[config.mk]
export PLATFORM = sky130hd
export DESIGN_NAME = escape_maneuver_fsm_flat
export DESIGN_NICKNAME = d
export VERILOG_FILES = /design/src/rtl/escape_maneuver_fsm_pkg.sv /design/src/rtl/escape_maneuver_fsm_if.sv /design/src/rtl/escape_maneuver_fsm_phase_timer.sv /design/src/rtl/escape_maneuver_fsm.sv /design/src/flat_wrapper.sv
export SDC_FILE = /design/constraint.sdc
export NUM_CORES = 1
export LEC_CHECK = 0
export ABC_AREA = 1
export CELL_PAD_IN_SITES_DETAIL_PLACEMENT = 1
export CELL_PAD_IN_SITES_GLOBAL_PLACEMENT = 1
export CORE_UTILIZATION = 40
export DETAILED_ROUTE_END_ITERATION = 10
export GPL_TIMING_DRIVEN = 0
export MAX_ROUTING_LAYER = met4
export PLACE_DENSITY_LB_ADDON = 0.12
export SLEW_MARGIN = 20
export SYNTH_ARGS = -nofsm -noshare
export SYNTH_HDL_FRONTEND = slang
export SYNTH_SLANG_ARGS = --single-unit
[constraint.sdc]
create_clock -name clk -period 4 [get_ports clk]
set_input_delay 0.6 -clock clk [delete_from_list [all_inputs] [get_ports clk]]
set_output_delay 0.6 -clock clk [all_outputs]
set_load 0.05 [all_outputs]
[src/rtl/escape_maneuver_fsm_pkg.sv]
// Shared motion definitions: escape-maneuver state codes, speed codes and
// the straight-ahead command value used by the motion path.
package escape_maneuver_fsm_pkg;

  // Maneuver phases. The encoding is fixed so that logic-vector state
  // registers in older blocks can compare against the same values.
  typedef enum logic [2:0] {
    MS_IDLE     = 3'd0,
    MS_REVERSE  = 3'd1,
    MS_PAUSE    = 3'd2,
    MS_ROTATE   = 3'd3,
    MS_STRAIGHT = 3'd4,
    MS_FAULT    = 3'd5
  } motion_state_e;

  localparam logic [2:0] ST_IDLE     = MS_IDLE;
  localparam logic [2:0] ST_REVERSE  = MS_REVERSE;
  localparam logic [2:0] ST_PAUSE    = MS_PAUSE;
  localparam logic [2:0] ST_ROTATE   = MS_ROTATE;
  localparam logic [2:0] ST_STRAIGHT = MS_STRAIGHT;
  localparam logic [2:0] ST_FAULT    = MS_FAULT;

  // Speed codes understood by the drive layer.
  localparam logic [2:0] SPD_ZERO = 3'b000;
  localparam logic [2:0] SPD_REV  = 3'b101;
  localparam logic [2:0] SPD_FWD  = 3'b011;
  localparam logic [2:0] SPD_SPIN = 3'b011;

  // Angle command meaning "drive straight".
  localparam int CMD_STRAIGHT = 0;

endpackage

[src/rtl/escape_maneuver_fsm_if.sv]
// Bundle between the motion decision FSM (master) and the escape
// maneuver controller (slave).
interface escape_maneuver_fsm_if #(
  parameter int SPEED_W = 3,
  parameter int ANGLE_W = 10,
  parameter int RETRY_W = 2
);
  logic               enable;
  logic               bump;
  logic               done_spin;
  logic [ANGLE_W-1:0] random_angle;
  logic [SPEED_W-1:0] output_speed;
  logic [ANGLE_W-1:0] motion_command;
  logic               busy;
  logic               fault;
  logic [RETRY_W-1:0] retry_count;

  modport master (
    output enable, bump, done_spin, random_angle,
    input  output_speed, motion_command, busy, fault, retry_count
  );

  modport slave (
    input  enable, bump, done_spin, random_angle,
    output output_speed, motion_command, busy, fault, retry_count
  );
endinterface

[src/rtl/escape_maneuver_fsm_phase_timer.sv]
// Shared phase timer: counts cycles inside a phase, clears on a phase
// change and flags when the count reaches the current terminal value.
module escape_maneuver_fsm_phase_timer #(
  parameter int TIMER_W = 16
) (
  input  logic               clk,
  input  logic               rst,
  input  logic               clear,
  input  logic               inc,
  input  logic [TIMER_W-1:0] terminal,
  output logic               at_terminal
);
  logic [TIMER_W-1:0] count_reg;

  // Count up while enabled; hold at the terminal so the timer never wraps.
  always_ff @(posedge clk or negedge rst) begin
    if (!rst) begin
      count_reg <= '0;
    end else if (clear) begin
      count_reg <= '0;
    end else if (inc && (count_reg != terminal)) begin
      count_reg <= count_reg + TIMER_W'(1);
    end
  end

  assign at_terminal = (count_reg == terminal);
endmodule

[src/rtl/escape_maneuver_fsm.sv]
// Obstacle-escape controller: reverse, pause, spin by a latched random
// angle, then drive straight; bumps restart the sequence with the spin
// direction alternated until the retry budget runs out.
module escape_maneuver_fsm
  import escape_maneuver_fsm_pkg::*;
#(
  parameter int               SPEED_W      = 3,
  parameter int               ANGLE_W      = 10,
  parameter int               TIMER_W      = 16,
  parameter int               REV_CYCLES   = 256,
  parameter int               PAUSE_CYCLES = 16,
  parameter int               SPIN_TIMEOUT = 4096,
  parameter int               MAX_RETRIES  = 3,
  parameter logic [SPEED_W-1:0] REV_SPEED  = SPD_REV,
  parameter logic [SPEED_W-1:0] FWD_SPEED  = SPD_FWD,
  parameter logic [SPEED_W-1:0] SPIN_SPEED = SPD_SPIN
) (
  input logic                 clk,
  input logic                 rst,
  escape_maneuver_fsm_if.slave bus
);
  localparam int RETRY_W = $clog2(MAX_RETRIES + 1);

  logic [2:0]         state_reg, state_next;
  logic [RETRY_W-1:0] retry_reg, retry_next;
  logic [ANGLE_W-1:0] angle_reg, angle_next;
  logic [SPEED_W-1:0] speed_reg, speed_next;
  logic [ANGLE_W-1:0] command_reg, command_next;
  logic               busy_reg, busy_next;
  logic               fault_reg, fault_next;

  logic               timer_clear;
  logic               timer_inc;
  logic               timer_done;
  logic [TIMER_W-1:0] timer_terminal;

  // Select the terminal count that ends the current timed phase.
  always_comb begin
    timer_terminal = '0;
    case (state_reg)
      ST_REVERSE: timer_terminal = TIMER_W'(REV_CYCLES - 1);
      ST_PAUSE:   timer_terminal = TIMER_W'(PAUSE_CYCLES - 1);
      ST_ROTATE:  timer_terminal = TIMER_W'(SPIN_TIMEOUT - 1);
      default:    timer_terminal = '0;
    endcase
  end

  // The timer restarts on every phase change and only runs in timed phases.
  assign timer_clear = (state_next != state_reg);
  assign timer_inc   = (state_reg == ST_REVERSE) || (state_reg == ST_PAUSE) ||
                       (state_reg == ST_ROTATE);

  escape_maneuver_fsm_phase_timer #(
    .TIMER_W (TIMER_W)
  ) u_phase_timer (
    .clk         (clk),
    .rst         (rst),
    .clear       (timer_clear),
    .inc         (timer_inc),
    .terminal    (timer_terminal),
    .at_terminal (timer_done)
  );

  // Next-state, retry and angle-latch decode; enable low overrides all.
  always_comb begin
    logic failed;
    failed     = 1'b0;
    state_next = state_reg;
    retry_next = retry_reg;
    angle_next = angle_reg;

    if (!bus.enable) begin
      state_next = ST_IDLE;
    end else begin
      case (state_reg)
        ST_IDLE: begin
          state_next = ST_REVERSE;
          retry_next = '0;
        end
        ST_REVERSE: begin
          if (timer_done) state_next = ST_PAUSE;
        end
        ST_PAUSE: begin
          if (timer_done) begin
            state_next = ST_ROTATE;
            angle_next = bus.random_angle;
          end
        end
        ST_ROTATE: begin
          if (bus.done_spin) state_next = ST_STRAIGHT;
          else if (bus.bump || timer_done) failed = 1'b1;
        end
        ST_STRAIGHT: begin
          if (bus.bump) failed = 1'b1;
        end
        ST_FAULT: state_next = ST_FAULT;
        default:  state_next = ST_IDLE;
      endcase

      if (failed) begin
        if (retry_reg < RETRY_W'(MAX_RETRIES)) begin
          retry_next = retry_reg + RETRY_W'(1);
          state_next = ST_REVERSE;
        end else begin
          state_next = ST_FAULT;
        end
      end
    end
  end

  // Output decode from the next state so outputs line up with the state register.
  always_comb begin
    speed_next   = '0;
    command_next = ANGLE_W'(CMD_STRAIGHT);
    busy_next    = 1'b0;
    fault_next   = 1'b0;
    case (state_next)
      ST_REVERSE: begin
        speed_next = REV_SPEED;
        busy_next  = 1'b1;
      end
      ST_PAUSE: busy_next = 1'b1;
      ST_ROTATE: begin
        speed_next   = SPIN_SPEED;
        busy_next    = 1'b1;
        // Odd attempts spin the other way: two's-complement mirror of the angle.
        command_next = retry_next[0] ? ({ANGLE_W{1'b0}} - angle_next) : angle_next;
      end
      ST_STRAIGHT: speed_next = FWD_SPEED;
      ST_FAULT:    fault_next = 1'b1;
      default:     speed_next = '0;
    endcase
  end

  // State, bookkeeping and output registers.
  always_ff @(posedge clk or negedge rst) begin
    if (!rst) begin
      state_reg   <= ST_IDLE;
      retry_reg   <= '0;
      angle_reg   <= '0;
      speed_reg   <= '0;
      command_reg <= '0;
      busy_reg    <= 1'b0;
      fault_reg   <= 1'b0;
    end else begin
      state_reg   <= state_next;
      retry_reg   <= retry_next;
      angle_reg   <= angle_next;
      speed_reg   <= speed_next;
      command_reg <= command_next;
      busy_reg    <= busy_next;
      fault_reg   <= fault_next;
    end
  end

  assign bus.output_speed   = speed_reg;
  assign bus.motion_command = command_reg;
  assign bus.busy           = busy_reg;
  assign bus.fault          = fault_reg;
  assign bus.retry_count    = retry_reg;
endmodule
[src/flat_wrapper.sv]
// flat-port wrapper written by rule: the top's interface ports become plain ports
module escape_maneuver_fsm_flat import escape_maneuver_fsm_pkg::*;
#(
  parameter int               SPEED_W      = 3,
  parameter int               ANGLE_W      = 10,
  parameter int               TIMER_W      = 16,
  parameter int               REV_CYCLES   = 256,
  parameter int               PAUSE_CYCLES = 16,
  parameter int               SPIN_TIMEOUT = 4096,
  parameter int               MAX_RETRIES  = 3,
  parameter logic [SPEED_W-1:0] REV_SPEED  = SPD_REV,
  parameter logic [SPEED_W-1:0] FWD_SPEED  = SPD_FWD,
  parameter logic [SPEED_W-1:0] SPIN_SPEED = SPD_SPIN
)
  (clk, rst, bus_enable, bus_bump, bus_done_spin, bus_random_angle, bus_output_speed, bus_motion_command, bus_busy, bus_fault, bus_retry_count);
  escape_maneuver_fsm_if #(.SPEED_W(SPEED_W), .ANGLE_W(ANGLE_W)) bus_i ();
  input logic clk;
  input logic rst;
  input wire logic [$bits(bus_i.enable)-1:0] bus_enable;
  input wire logic [$bits(bus_i.bump)-1:0] bus_bump;
  input wire logic [$bits(bus_i.done_spin)-1:0] bus_done_spin;
  input wire logic [$bits(bus_i.random_angle)-1:0] bus_random_angle;
  output wire logic [$bits(bus_i.output_speed)-1:0] bus_output_speed;
  output wire logic [$bits(bus_i.motion_command)-1:0] bus_motion_command;
  output wire logic [$bits(bus_i.busy)-1:0] bus_busy;
  output wire logic [$bits(bus_i.fault)-1:0] bus_fault;
  output wire logic [$bits(bus_i.retry_count)-1:0] bus_retry_count;
  assign bus_i.enable = bus_enable;
  assign bus_i.bump = bus_bump;
  assign bus_i.done_spin = bus_done_spin;
  assign bus_i.random_angle = bus_random_angle;
  assign bus_output_speed = bus_i.output_speed;
  assign bus_motion_command = bus_i.motion_command;
  assign bus_busy = bus_i.busy;
  assign bus_fault = bus_i.fault;
  assign bus_retry_count = bus_i.retry_count;
  escape_maneuver_fsm #(.SPEED_W(SPEED_W), .ANGLE_W(ANGLE_W), .TIMER_W(TIMER_W), .REV_CYCLES(REV_CYCLES), .PAUSE_CYCLES(PAUSE_CYCLES), .SPIN_TIMEOUT(SPIN_TIMEOUT), .MAX_RETRIES(MAX_RETRIES), .REV_SPEED(REV_SPEED), .FWD_SPEED(FWD_SPEED), .SPIN_SPEED(SPIN_SPEED)) u_core (.clk(clk), .rst(rst), .bus(bus_i));
endmodule
==> results.ini, run 1 <==
[power_and_ir_drop]
vdd_ir_drop_max_mv=0.373
p_per_area_nw_per_um2=638
p_leak_nw=1.57
p_total_mw=2.07

[routing]
met1Wirelength_mm=3.22
vias_per_cell=4.98
met3_length_um=172
drcViolationCount=4
wl_per_cell_um=14.0
routed-wl-met2_mm=3.00
drt_first_pass_iters=7
drt_iter0_drc=74
antenna_left=0
dr.max_layer_used=met4
drt_wl_total_mm=6.44
vias=2287

[sta]
maxSlewViolCount=0
tns_ps=0
setup_viol=0
clock_skew_ps=10.8
period_minus_slack_ps=2560
fin_crit_sh_pct=64.0
max_freq_ghz=0.391
hold_ws_ps=249
max-slew-margin-rel_pct=66.2
worst_pin_slew_ps=506
hold_viol=0
rsz0062_at_grt=false

[finish]
layout_commonest_cell=nand2_1
final_area_um2=3250
final-seq-area_um2=1150
fillers=806
n_antenna_cell=0
layout-drive-gt1-share_pct=18.8
nNetsFinal=399
mostFrequentLayoutCells=nand2_1, dfrtp_1, inv_1
area_growth_syn_to_layout_pct=19.4
largest_register_ffs=16
multiInputGateArea_um2=1320
fin_cells=459

[clock_network]
cts.sinks=46
postCtsHoldBufs=0
h-tree-depth=2
clk_pin_slew_ps=90
cts_buffers=5
worst_skew_pair.late_latency_ps=300
cts_root_buf=clkbuf_8
cts_tree=yes
cts_max_path_buffers=2
cts_setup_buffers=0
cts_resized=0

[floorplan]
placeableCoreArea_um2=6460
start_util_pct=42.1
io-pin-count=32
rows=29
dieArea_um2=7130
die-height_um=84.5
die_x_um=84.5

[critical_path]
cp-end-kind=flip-flop
critPathArrivalTime_ps=2790
cp_slowest_cell=dfrtp_1
cp_cell_sequence=inv_2 -> nand3_2 -> nand2_1 -> nand3_2 -> nor2_4 -> nand4_2 -> buf_2 -> nand2_1 -> o21ai_1 -> ha_1 -> nand2_1 -> inv_1 -> o21ai_0 -> o21ai_1 -> nor2_1
r2r-start=u_core.state_reg[2]
crit_top_cell=nand2_1
required_ps=4230
reg2reg_setup_slack_ps=1440
path_max_fanout=10
crit_type=reg2reg
max_stage_delay_ps=440
timing.critical_path.from_type=flip-flop
r2r_cells=15
cp_num_buf_inv=3
reg2reg_to=u_core.bus.motion_command[2]
path_delay_family=simple AND/OR/NAND/NOR gates

[grt]
grt_pass1_vias=2450
grt_pass1_wl_mm=11.6
antenna_found_initial=0
grt_usage_pct=21.3
grt-ovfl-total=0
grt_max_degree=28

[place]
place_inst=451
dpl_cell_area_um2=3140
globalplace.congestion=0.806
dp_hpwl_mm=4.99
numPortBuffers=31

[status]
violations=DRC
status=finished, violations left

[logic_synthesis]
synth_seq_cells=46
ys_warn_count=0
synth_area_um2=2720
ys_types=35
post_synth.cell_area_avg_um2=7.95
synth_cells=342
seq_area_frac_synth_pct=42.3
synth_nets=360

[hold_path]
min_path_type=in2async

[job]
timing.max_cap.violations=0

## power by group
group          switching (mW)  internal [mW]
logic                   0.778          0.347
registers              0.0380          0.564
clock network           0.158          0.187
## how the worst max path moves through the flow
| stage | slack (ps) | to | depth (start not counted) | start |
|---|---|---|---|---|
| 2_1_floorplan | 1890 | u_core.bus.motion_command[4] | 17 | u_core.state_reg[0] |
| 3_3_place_gp | 980 | u_core.bus.retry_count[1] | 1 | rst |
| 3_5_place_dp | 1350 | u_core.bus.motion_command[2] | 11 | bus_enable |
| 4_1_cts | 1410 | u_core.bus.motion_command[2] | 15 | u_core.state_reg[2] |
| 5_1_grt | 1170 | u_core.bus.motion_command[2] | 15 | u_core.state_reg[2] |
| 6_report | 1440 | u_core.bus.motion_command[2] | 15 | u_core.state_reg[2] |
## routing by layer
| metal | global-route usage, % | vias to the layer above |
|---|---|---|
| met3 | 3.74 | 4 |
| met2 | 34.4 | 26 |
| li1 | - | 1150 |
| met5 | - | - |
| met1 | 28.3 | 1107 |
| met4 | 4.62 | 0 |
## cells by family (layout without fill, tap and decap cells)
| kind of cell | Yosys count | in the layout | synth area share [%] |
|---|---|---|---|
| buffers and inverters | 58 | 98 | 9.29 |
| AO/OA/AOI/OAI | 20 | 20 | 3.96 |
| XOR/XNOR | 10 | 10 | 3.22 |
| AND/OR/NAND/NOR | 205 | 205 | 39.8 |
| adder cells (fa/ha/maj) | 3 | 3 | 1.38 |
| flip-flops | 46 | 46 | 42.3 |
## cells in the mapped netlist, drive strengths merged
| cell type | count | area (um2) |
|---|---|---|
| nor3b | 2 | 15.0 |
| inv | 50 | 190 |
| or2 | 1 | 6.26 |
| nor4 | 1 | 6.26 |
| a21oi | 6 | 30.0 |
| o22ai | 1 | 6.26 |
| ha | 3 | 37.5 |
| o21bai | 1 | 7.51 |
| nor3 | 21 | 191 |
| dfrtp | 46 | 1150 |
| nor2 | 42 | 190 |
| nand2 | 101 | 419 |
| xor2 | 7 | 61.3 |
| xnor2 | 3 | 26.3 |
| o21ai | 12 | 63.8 |
| nand4 | 9 | 62.6 |
| nand3b | 1 | 7.51 |
| buf | 7 | 58.8 |
| nand3 | 27 | 185 |
| clkinv | 1 | 3.75 |
## through the flow
| stage | worst slack [ps] | utilization (%) |
|---|---|---|
| floorplan | 1890 | - |
| global placement | 985 | 48.4 |
| detailed placement | 1350 | 48.6 |
| CTS | 1410 | 50.3 |
| global route | 1170 | 50.3 |
| finish | 1440 | 50.3 |
## area by class of cell
| class | instances | area share [%] |
|---|---|---|
| inverter | 51 | 5.97 |
| clock buffer | 7 | 2.35 |
| tap | 77 | 2.97 |
| sequential | 46 | 35.4 |
| multi-input combinational | 238 | 40.5 |
| buffer | 7 | 1.81 |
| timing repair buffer | 32 | 10.0 |
| clock inverter | 1 | 0.924 |
No activity file was read; power rests on OpenSTA's default activity.
==> inputs of run 2 (changes only) <==
--- a/config.mk
+++ b/config.mk
@@ -8,7 +8,7 @@
 export ABC_AREA = 1
 export CELL_PAD_IN_SITES_DETAIL_PLACEMENT = 1
 export CELL_PAD_IN_SITES_GLOBAL_PLACEMENT = 1
-export CORE_UTILIZATION = 40
+export CORE_UTILIZATION = 37
 export DETAILED_ROUTE_END_ITERATION = 10
 export GPL_TIMING_DRIVEN = 0
 export MAX_ROUTING_LAYER = met4
==> constraint.sdc (replaced) <==
create_clock -name clk -period 2.35 [get_ports clk]
set_input_delay 0.3525 -clock clk [delete_from_list [all_inputs] [get_ports clk]]
set_output_delay 0.3525 -clock clk [all_outputs]
set_load 0.05 [all_outputs]
==> run 2 against run 1 <==
The flow finishes with violations (hold timing). Count of clock-buffer cells in the layout unchanged. Sequential share of layout area down 2.6 points. Combinational power up 110%. Critical path depth up 2. Utilization up 0.25 points. Critical path type unchanged.
==> results.ini, run 2 (same netlist as run 1, synthesis figures left out) <==
[status]
status=finished, violations left
violations=hold timing

[routing]
drcViolationCount=0
drt_wl_total_mm=6.96
wl_per_cell_um=14.0
antenna_left=0
drt_first_pass_iters=4
drt_iter0_drc=90
vias=2401
vias_per_cell=4.82

[grt]
grt_pass1_wl_mm=11.6
grt-ovfl-total=0
grt_usage_pct=20.2
grt_pass1_vias=2484
antenna_found_initial=0
grt_max_degree=29

[floorplan]
io-pin-count=32
start_util_pct=39.2
rows=30
die-height_um=87.7
placeableCoreArea_um2=6940
dieArea_um2=7700
die_x_um=87.7

[critical_path]
required_ps=2540
cp_num_buf_inv=3
crit_type=reg2reg
cp_cell_sequence=buf_6 -> nor2_4 -> nor2_4 -> nand2_2 -> nand3_4 -> nor2_4 -> nand4_4 -> buf_6 -> nand2_1 -> o21ai_2 -> ha_2 -> nand2_1 -> inv_2 -> nand3_1 -> nand3_1 -> nand2_1 -> nor2_1
cp_slowest_cell=dfrtp_1
path_delay_family=simple AND/OR/NAND/NOR gates
max_stage_delay_ps=380
critPathArrivalTime_ps=2430
cp-end-kind=flip-flop
timing.critical_path.from_type=flip-flop
path_max_fanout=8

[clock_network]
worst_skew_pair.late_latency_ps=300
cts_buffers=5
cts_max_path_buffers=2
h-tree-depth=2
cts_root_buf=clkbuf_8
cts.sinks=46
cts_tree=yes
clk_pin_slew_ps=80

[finish]
largest_register_ffs=16
final_core_util_pct=50.5
fin_cells=498
mostFrequentLayoutCells=nand2_1, dfrtp_1, inv_1
nNetsFinal=420
fillers=854
area_growth_syn_to_layout_pct=29.0
n_antenna_cell=0
layout-drive-gt1-share_pct=27.1
layout_commonest_cell=nand2_1
final_area_um2=3510

[place]
dp_hpwl_mm=4.93
numPortBuffers=31
place_inst=470
globalplace.congestion=0.777
dpl_cell_area_um2=3170

[sta]
hold_ws_ps=-3.68
max-slew-margin-rel_pct=66.4
period_minus_slack_ps=2240
tns_ps=0
worst_pin_slew_ps=502
rsz0062_at_grt=true
setup_viol=0
fin_crit_sh_pct=95.2
maxSlewViolCount=0
max_freq_ghz=0.447
hold_viol=15
clock_skew_ps=4.96

[job]
timing.max_cap.violations=0

[power_and_ir_drop]
vdd_ir_drop_max_mv=0.660
p_leak_nw=1.67
p_per_area_nw_per_um2=1110

[hold_path]
min_path_type=in2async

[run 2: changes by cell type in the layout (fill, tap and decap cells not counted), moves of 2 or more]
cell | before | now
o21ai_0 | 6 | 4
nand2_2 | 13 | 18
nor2_4 | 3 | 7
nand2_1 | 87 | 82
inv_1 | 40 | 38
buf_4 | 2 | 22
nor2_1 | 35 | 30
[run 2: final cells by class]
| cell class | count | area [um2] | area share, % |
|---|---|---|---|
| buffer | 7 | 81.3 | 2.32 |
| clock buffer | 7 | 76.3 | 2.17 |
| inverter | 51 | 196 | 5.60 |
| multi-input combinational | 238 | 1400 | 39.9 |
| sequential | 46 | 1150 | 32.8 |
| tap | 96 | 120 | 3.42 |
| timing repair buffer | 53 | 483 | 13.8 |
[run 2: stage by stage]
step	setup WS (ps)	power [mW]
global placement	-465	2.93
finish	113	3.90
detailed placement	-191	3.00
floorplan	243	2.48
CTS	2.56	3.56
global route	-56.1	4.18
[run 2: per-layer routing]
metal / vias up / track usage [%] / wire [um]
met3: 9 / 2.83 / 194
met2: 34 / 32.8 / 3420
met5: - / - / 0
met4: 0 / 4.62 / 97
li1: 1188 / - / -
met1: 1170 / 26.6 / 3250
[run 2: worst register-to-register path: cells and delay by family (launching register included)]
family          cells  cell delay (ps)
compound gates      1               90
fa+ha+maj           1              200
buf+inv             3              370
flops               1              380
simple gates       12             1100
[run 2: path summary, 6_finish.rpt]
| check | from | endpoint | slack, ps | cells past startpoint |
|---|---|---|---|---|
| setup / recovery | u_core.state_reg[0] | u_core.bus.motion_command[8] | 110 | 17 |
| hold / removal | rst | u_core.u_phase_timer.count_reg[8] | -4 | 1 |
| setup reg to reg | u_core.state_reg[0] | u_core.bus.motion_command[8] | 110 | 17 |
| hold reg to reg | u_core.bus.retry_count[1] | u_core.bus.retry_count[1] | 550 | 2 |
| max in group asynchronous | rst | u_core.angle_reg[5] | 1840 | 2 |
| min in group clk | u_core.bus.retry_count[1] | u_core.bus.retry_count[1] | 550 | 2 |
[run 2: repair_timing]
| action | in CTS | in global routing |
|---|---|---|
| hold buffers | 0 | 0 |
| setup endpoints to repair | 22 | 24 |
| setup buffers | 7 | 14 |
| pin swaps | 3 | 9 |
| gates resized for setup | 6 | 27 |
[run 2: report_power, final]
| group | internal [mW] | switching, mW |
|---|---|---|
| sequential | 0.960 | 0.0644 |
| clock | 0.206 | 0.267 |
| combinational | 0.889 | 1.51 |
| total | 2.05 | 1.84 |
==> edit 1 (settings of run 1) <==
`SPEED_W` is set to 3 in 3 places; all go to 6.
--- a/src/rtl/escape_maneuver_fsm_if.sv
+++ b/src/rtl/escape_maneuver_fsm_if.sv
@@ -3,3 +3,3 @@
 interface escape_maneuver_fsm_if #(
-  parameter int SPEED_W = 3,
+  parameter int SPEED_W = 6,
   parameter int ANGLE_W = 10,
--- a/src/rtl/escape_maneuver_fsm.sv
+++ b/src/rtl/escape_maneuver_fsm.sv
@@ -6,3 +6,3 @@
 #(
-  parameter int               SPEED_W      = 3,
+  parameter int               SPEED_W      = 6,
   parameter int               ANGLE_W      = 10,
--- a/src/flat_wrapper.sv
+++ b/src/flat_wrapper.sv
@@ -3,3 +3,3 @@
 #(
-  parameter int               SPEED_W      = 3,
+  parameter int               SPEED_W      = 6,
   parameter int               ANGLE_W      = 10,
Interface: changed (resized bus_output_speed); port bits go from 32 to 35. No check against the original RTL was run, so the function may have changed too.
==> edit 1 against run 1 <==
- the run still ends with design-rule violations left
- total power increased by 1.7%
- wire length increased by 5.9%
- hold slack got worse by 0.045 ns
- cell area increased by 1.2%
- setup slack got worse by 0.079 ns
- sequential cell count unchanged
- synthesized area increased by 0.97%
- count of clock-buffer cells in the layout decreased by 1
- critical endpoint unchanged
- largest cell class unchanged
==> edit 1: results (changes against run 1) <==
stage,metric,value,unit,change
min_path,hp-class,in2async,,
routing,drtIter0Drc,77,,+4.1%
synth,ys.warnings.count,0,,unchanged
routing,drcViolationCount,4,,unchanged
layout,drive_above_1_share,19.59,%,+0.74 points
setup_path,worstPathArrival,2.88,ns,+0.09 ns
routing,first_pass_iters,9,,+2
setup_path,r2r_slack,1.36,ns,-0.08 ns
routing,wl,6826,µm,+5.9%
cts,htreeDepth,2,,unchanged
run_status,status,finished with violations,,
synth,synthTopCellsByCount,"87 x nand2_1, 46 x dfrtp_1, 40 x inv_1, 35 x nor2_1, 20 x nand3_1",,
power_and_ir_drop,internal_power,1.100,mW,+0.19%
synth,synth_compound_area_share,3.918,%,-0.038 points
placed_design,dp.cells,457,,+1.3%
global_routing,grt_pass1_wl,11910,µm,+3.1%
setup_path,critPathMaxFanout,10,,unchanged
setup_path,cp-endpoint,u_core.bus.motion_command[2],,
synth,synth_fa_ha_area_share,1.367,%,-0.013 points
global_routing,antenna_found_initial,0,,unchanged
routing,vias,2346,,+2.6%
synth,synth_ff_type,dfrtp_1,,
synth,seq_area_frac_synth,41.91,%,-0.40 points
layout,fin_nets,405,,+1.5%
cts,cts_buffers,5,,unchanged
routing,post_drt_wl_per_cell,14.68,µm,+4.6%
global_routing,grt_usage,21.71,%,+0.41 points
setup_path,worstReg2RegStart,u_core.state_reg[2],,
timing,clock_skew,0.006833,ns,-0.003995 ns
global_routing,grt_max_degree,33,,+18%
placed_design,io_buffers,31,,unchanged
cts,cts_setup_buffers,0,,unchanged
power_and_ir_drop,p_leak,1.598,nW,+1.6%
global_routing,grt_pass1_vias,2464,,+0.57%
cts,clk_transition_reported_paths,0.09,ns,about the same
synth,synth_xor_area_share,3.189,%,-0.031 points
layout,largest_reg_flops,16,,unchanged
synth,syn_area_per_cell,7.938,µm²,-0.20%
synth,synth_cell_type_count,36,,+2.9%
timing,slew-limit-headroom,66.06,%,-0.12 points
synth,synthTopCellsByArea,"dfrtp_1 42%, nand2_1 12%, inv_1 5.5%, nor3_2 5.5%, nor2_1 4.8%",,
synth,async_flop_share,100.0,%,unchanged
cts,cts-resized-gates,0,,unchanged
placed_design,gp_congestion,0.8174,,+1.5%
setup_path,reg2regPathDepth,15,,unchanged
placed_design,dpl.hpwl,5210,µm,+4.3%
run_status,violations,design-rule violations,,
cts,worstSkewPairLatency,0.30,ns,about the same
setup_path,path_class,reg2reg,,
power_and_ir_drop,irDropWorstVdd,0.0002368,V,-37%
cts,root_buffer,clkbuf_8,,
cts,clock_path_buffers,2,,unchanged
layout,insertedDiodeCount,0,,unchanged
synth,synthMuxAreaShare,0,%,unchanged
-- edit 1: through the flow --
step           area (µm²)  setup slack [ns]  power, mW
5_1_grt              3286             1.117      2.270
3_5_place_dp         3176             1.357      1.767
6_report             3286             1.363      2.108
3_3_place_gp         3161            0.9602      1.720
2_1_floorplan        2754             1.893      1.464
4_1_cts              3286             1.364      2.140
-- edit 1: worst max-delay path, cell delays in order (launching register included) --
cell,delay (ns)
dfrtp_1,0.47
inv_2,0.18
nand3_2,0.12
nand2_1,0.12
nand3_2,0.13
nor2_4,0.13
nand4_2,0.15
buf_2,0.25
nand2_1,0.09
o21ai_1,0.12
ha_1,0.24
nand2_1,0.11
inv_1,0.09
o21ai_0,0.17
o21ai_1,0.11
nor2_1,0.10
-- edit 1: cell type report --
| cell class | instances | area (µm²) |
|---|---|---|
| Fill cell | 807 | 3209 |
| Clock inverter | 2 | 37.54 |
| Buffer | 10 | 81.33 |
| Clock buffer | 6 | 72.57 |
| Inverter | 51 | 193.9 |
| Sequential cell | 46 | 1151 |
| Timing Repair Buffer | 32 | 325.3 |
| Tap cell | 77 | 96.34 |
| Multi-Input combinational cell | 241 | 1328 |
-- edit 1: cells by family after synthesis --
logic type / count (synthesis)
other: 1
XOR/XNOR: 10
adder cells (fa/ha/maj): 3
AND/OR/NAND/NOR: 205
buffers and inverters: 61
AO/OA/AOI/OAI: 20
flip-flops: 46
-- edit 1: worst min path at each step --
stage / end / slack, ns / cells after the start
finish: u_core.u_phase_timer.count_reg[13] / 0.20 / 1
global route: u_core.u_phase_timer.count_reg[13] / 0.23 / 1
CTS: u_core.u_phase_timer.count_reg[13] / 0.21 / 1
detailed placement: u_core.angle_reg[0] / 0.50 / 2
global placement: u_core.angle_reg[9] / 0.49 / 2
floorplan: u_core.angle_reg[0] / 0.30 / 0
-- edit 1: routing by layer --
metal  track usage (%)  share of wire, %  up-vias
met3             2.821               3.5        8
met4             7.242               1.4        0
met1             29.48                49     1126
met5                 -                 0        -
met2             33.78                46       48
li1                  -                 -     1164
-- edit 1: power groups by stage --
stage	combinational, mW	sequential, mW	clock, mW
2_1_floorplan	0.741	0.723	0
3_3_place_gp	1.11	0.608	0
3_5_place_dp	1.15	0.616	0
4_1_cts	1.16	0.608	0.371
5_1_grt	1.27	0.616	0.384
6_report	1.14	0.606	0.357
==> edit 2 (config.mk and constraints of run 1) <==
Without the edit above. Reset style: synchronous (`rst`), changed in 2 clocked blocks.
--- a/src/rtl/escape_maneuver_fsm_phase_timer.sv
+++ b/src/rtl/escape_maneuver_fsm_phase_timer.sv
@@ -15,3 +15,3 @@
   // Count up while enabled; hold at the terminal so the timer never wraps.
-  always_ff @(posedge clk or negedge rst) begin
+  always_ff @(posedge clk) begin
     if (!rst) begin
--- a/src/rtl/escape_maneuver_fsm.sv
+++ b/src/rtl/escape_maneuver_fsm.sv
@@ -135,3 +135,3 @@
   // State, bookkeeping and output registers.
-  always_ff @(posedge clk or negedge rst) begin
+  always_ff @(posedge clk) begin
     if (!rst) begin
Formal check against the unedited RTL: differs if rst is asserted again (counterexample within 4 cycles, from zero or initial values and one cycle with rst low); with rst held inactive, the same outputs for 10 cycles.
==> edit 2 against run 1 <==
- critical path depth increased by 2
- wire length decreased by 7.0%
- synthesized area decreased by 7.5%
- non-clock buffer count decreased by 1
- clock skew increased by 0.00073 ns
- setup slack got worse by 0.087 ns
- sequential cell count unchanged
- final cell count increased by 4.1%
- cell area decreased by 7.4%
- largest cell class unchanged
- highest routed layer unchanged
Power is not compared: it rests on default switching activity, and its combinational part moved more than twofold at a synthesized area within 25%.
==> edit 2: results (changes against run 1) <==
stage,metric,value,unit,change
routing,wl,5993,µm,-7.0%
routing,wl_met3,169,µm,-1.7%
synth,async_flop_share,0,%,-100 points
setup_path,slowest_delay,0.46,ns,+0.02 ns
synth,synth_cell_type_count,37,,+5.7%
placed_design,dp.cells,470,,+4.2%
synth,synthTopCellsByArea,"dfxtp_1 37%, nand2_1 9.8%, inv_1 9.7%, nor2_1 8.7%, xor2_1 4.5%",,
synth,synthTopCellsByCount,"66 x nand2_1, 65 x inv_1, 58 x nor2_1, 46 x dfxtp_1, 20 x nand3_1",,
synth,syn_area_per_cell,6.913,µm²,-13%
global_routing,grt_pass1_wl,10090,µm,-13%
placed_design,gp_congestion,0.7755,,-3.7%
run_status,status,completed,,
routing,vias,2310,,+1.0%
synth,synthMuxAreaShare,0.8454,%,+0.85 points
setup_path,worstPathArrival,2.85,ns,+0.06 ns
setup_path,r2r_slack,1.35,ns,-0.09 ns
cts,cts_setup_buffers,0,,unchanged
global_routing,grt_pass1_vias,2261,,-7.7%
layout,fin_nets,420,,+5.3%
power_and_ir_drop,irDropWorstVdd,0.0001661,V,
synth,synth_fa_ha_area_share,1.492,%,+0.11 points
routing,wl_met1,2902,µm,-9.9%
synth,seq_area_frac_synth,36.60,%,-5.7 points
routing,first_pass_iters,4,,-3
synth,syn_nets,382,,+6.1%
timing,worstMarginPinSlew,0.4977,ns,-0.007985 ns
routing,dr_wl_met2,2859,µm,-4.7%
global_routing,grt_usage,20.62,%,-0.69 points
setup_path,reg2regPathDepth,17,,+2
timing,clock_skew,0.01156,ns,+0.0007284 ns
layout,final_cells,478,,+4.1%
placed_design,dpl.hpwl,4764,µm,-4.6%
min_path,hp-class,reg2reg,,
routing,drtIter0Drc,55,,-26%
synth,synth_ff_type,dfxtp_1,,
setup_path,crit_slowest_cell,dfxtp_1,,
setup_path,r2r-end,u_core.bus.motion_command[4],,
layout,insertedDiodeCount,0,,unchanged
power_and_ir_drop,netSwitchingFraction,28.17,%,
setup_path,worstReg2RegStart,u_core.state_reg[2],,
synth,synth_compound_area_share,5.569,%,+1.6 points
-- edit 2: cell types whose count changed in the layout (fill, tap and decap cells not counted), moves of 6 or more --
cell	before	now
nor3_2	15	1
nor2_1	35	58
nand2_1	87	66
nor2_2	4	14
xor2_1	7	13
dfxtp_1	0	46
inv_2	9	3
dfrtp_1	46	0
inv_1	40	65
-- edit 2: layer usage --
metal	global-route usage [%]	vias to the layer above
li1	-	1195
met1	24.51	1082
met2	35.75	27
met3	3.708	6
met4	4.821	0
met5	-	-
-- edit 2: power by group through the flow --
| stage | Combinational, mW | Clock [mW] | Sequential (mW) |
|---|---|---|---|
| 6_report | 0.131 | 0.285 | 0.466 |
| 5_1_grt | 0.145 | 0.308 | 0.467 |
| 4_1_cts | 0.133 | 0.289 | 0.466 |
| 3_5_place_dp | 0.132 | 0 | 0.477 |
| 3_3_place_gp | 0.128 | 0 | 0.476 |
| 2_1_floorplan | 0.0768 | 0 | 0.488 |
-- edit 2: through the flow --
stage          setup slack [ns]  hold slack, ns  cell area, µm²
3_5_place_dp              1.133          0.4926            2920
5_1_grt                  0.9094          0.5469            3007
2_1_floorplan             1.798          0.5172            2516
6_report                  1.355          0.4949            3007
3_3_place_gp              1.178          0.4673            2920
4_1_cts                   1.334          0.5044            3007
-- edit 2: cell type report --
| class | instances | area (µm²) |
|---|---|---|
| clock inverters | 2 | 13.76 |
| fillers | 792 | 2984 |
| repair buffers | 31 | 310.3 |
| well taps | 75 | 93.84 |
| clock buffers | 6 | 72.57 |
| multi-input cells | 242 | 1279 |
| inverters | 69 | 259.0 |
| flip-flops and latches | 46 | 920.9 |
| plain buffers | 7 | 57.56 |
-- edit 2: worst max path at each step --
stage,start,depth (start not counted),end,slack [ns]
2_1_floorplan,u_core.state_reg[1],17,u_core.bus.motion_command[8],1.80
3_3_place_gp,bus_enable,12,u_core.bus.motion_command[8],1.18
3_5_place_dp,bus_enable,12,u_core.bus.motion_command[8],1.13
4_1_cts,u_core.state_reg[2],17,u_core.bus.motion_command[8],1.33
5_1_grt,u_core.state_reg[2],17,u_core.bus.motion_command[4],0.91
6_report,u_core.state_reg[2],17,u_core.bus.motion_command[4],1.35
-- edit 2: kinds of logic after synthesis --
| family | count (synthesis) |
|---|---|
| flops | 46 |
| mux | 2 |
| fa+ha+maj | 3 |
| buf+inv | 76 |
| simple gates | 197 |
| compound gates | 25 |
| xor+xnor | 15 |
-- edit 2: critical path, delay by kind of cell, from the launching register on --
kind	cells	cell delay, ns
buffers and inverters	5	0.61
AOI/OAI and AO/OA	2	0.25
adders and majority gates	1	0.17
DFF	1	0.46
and+or+nand+nor	9	1.05
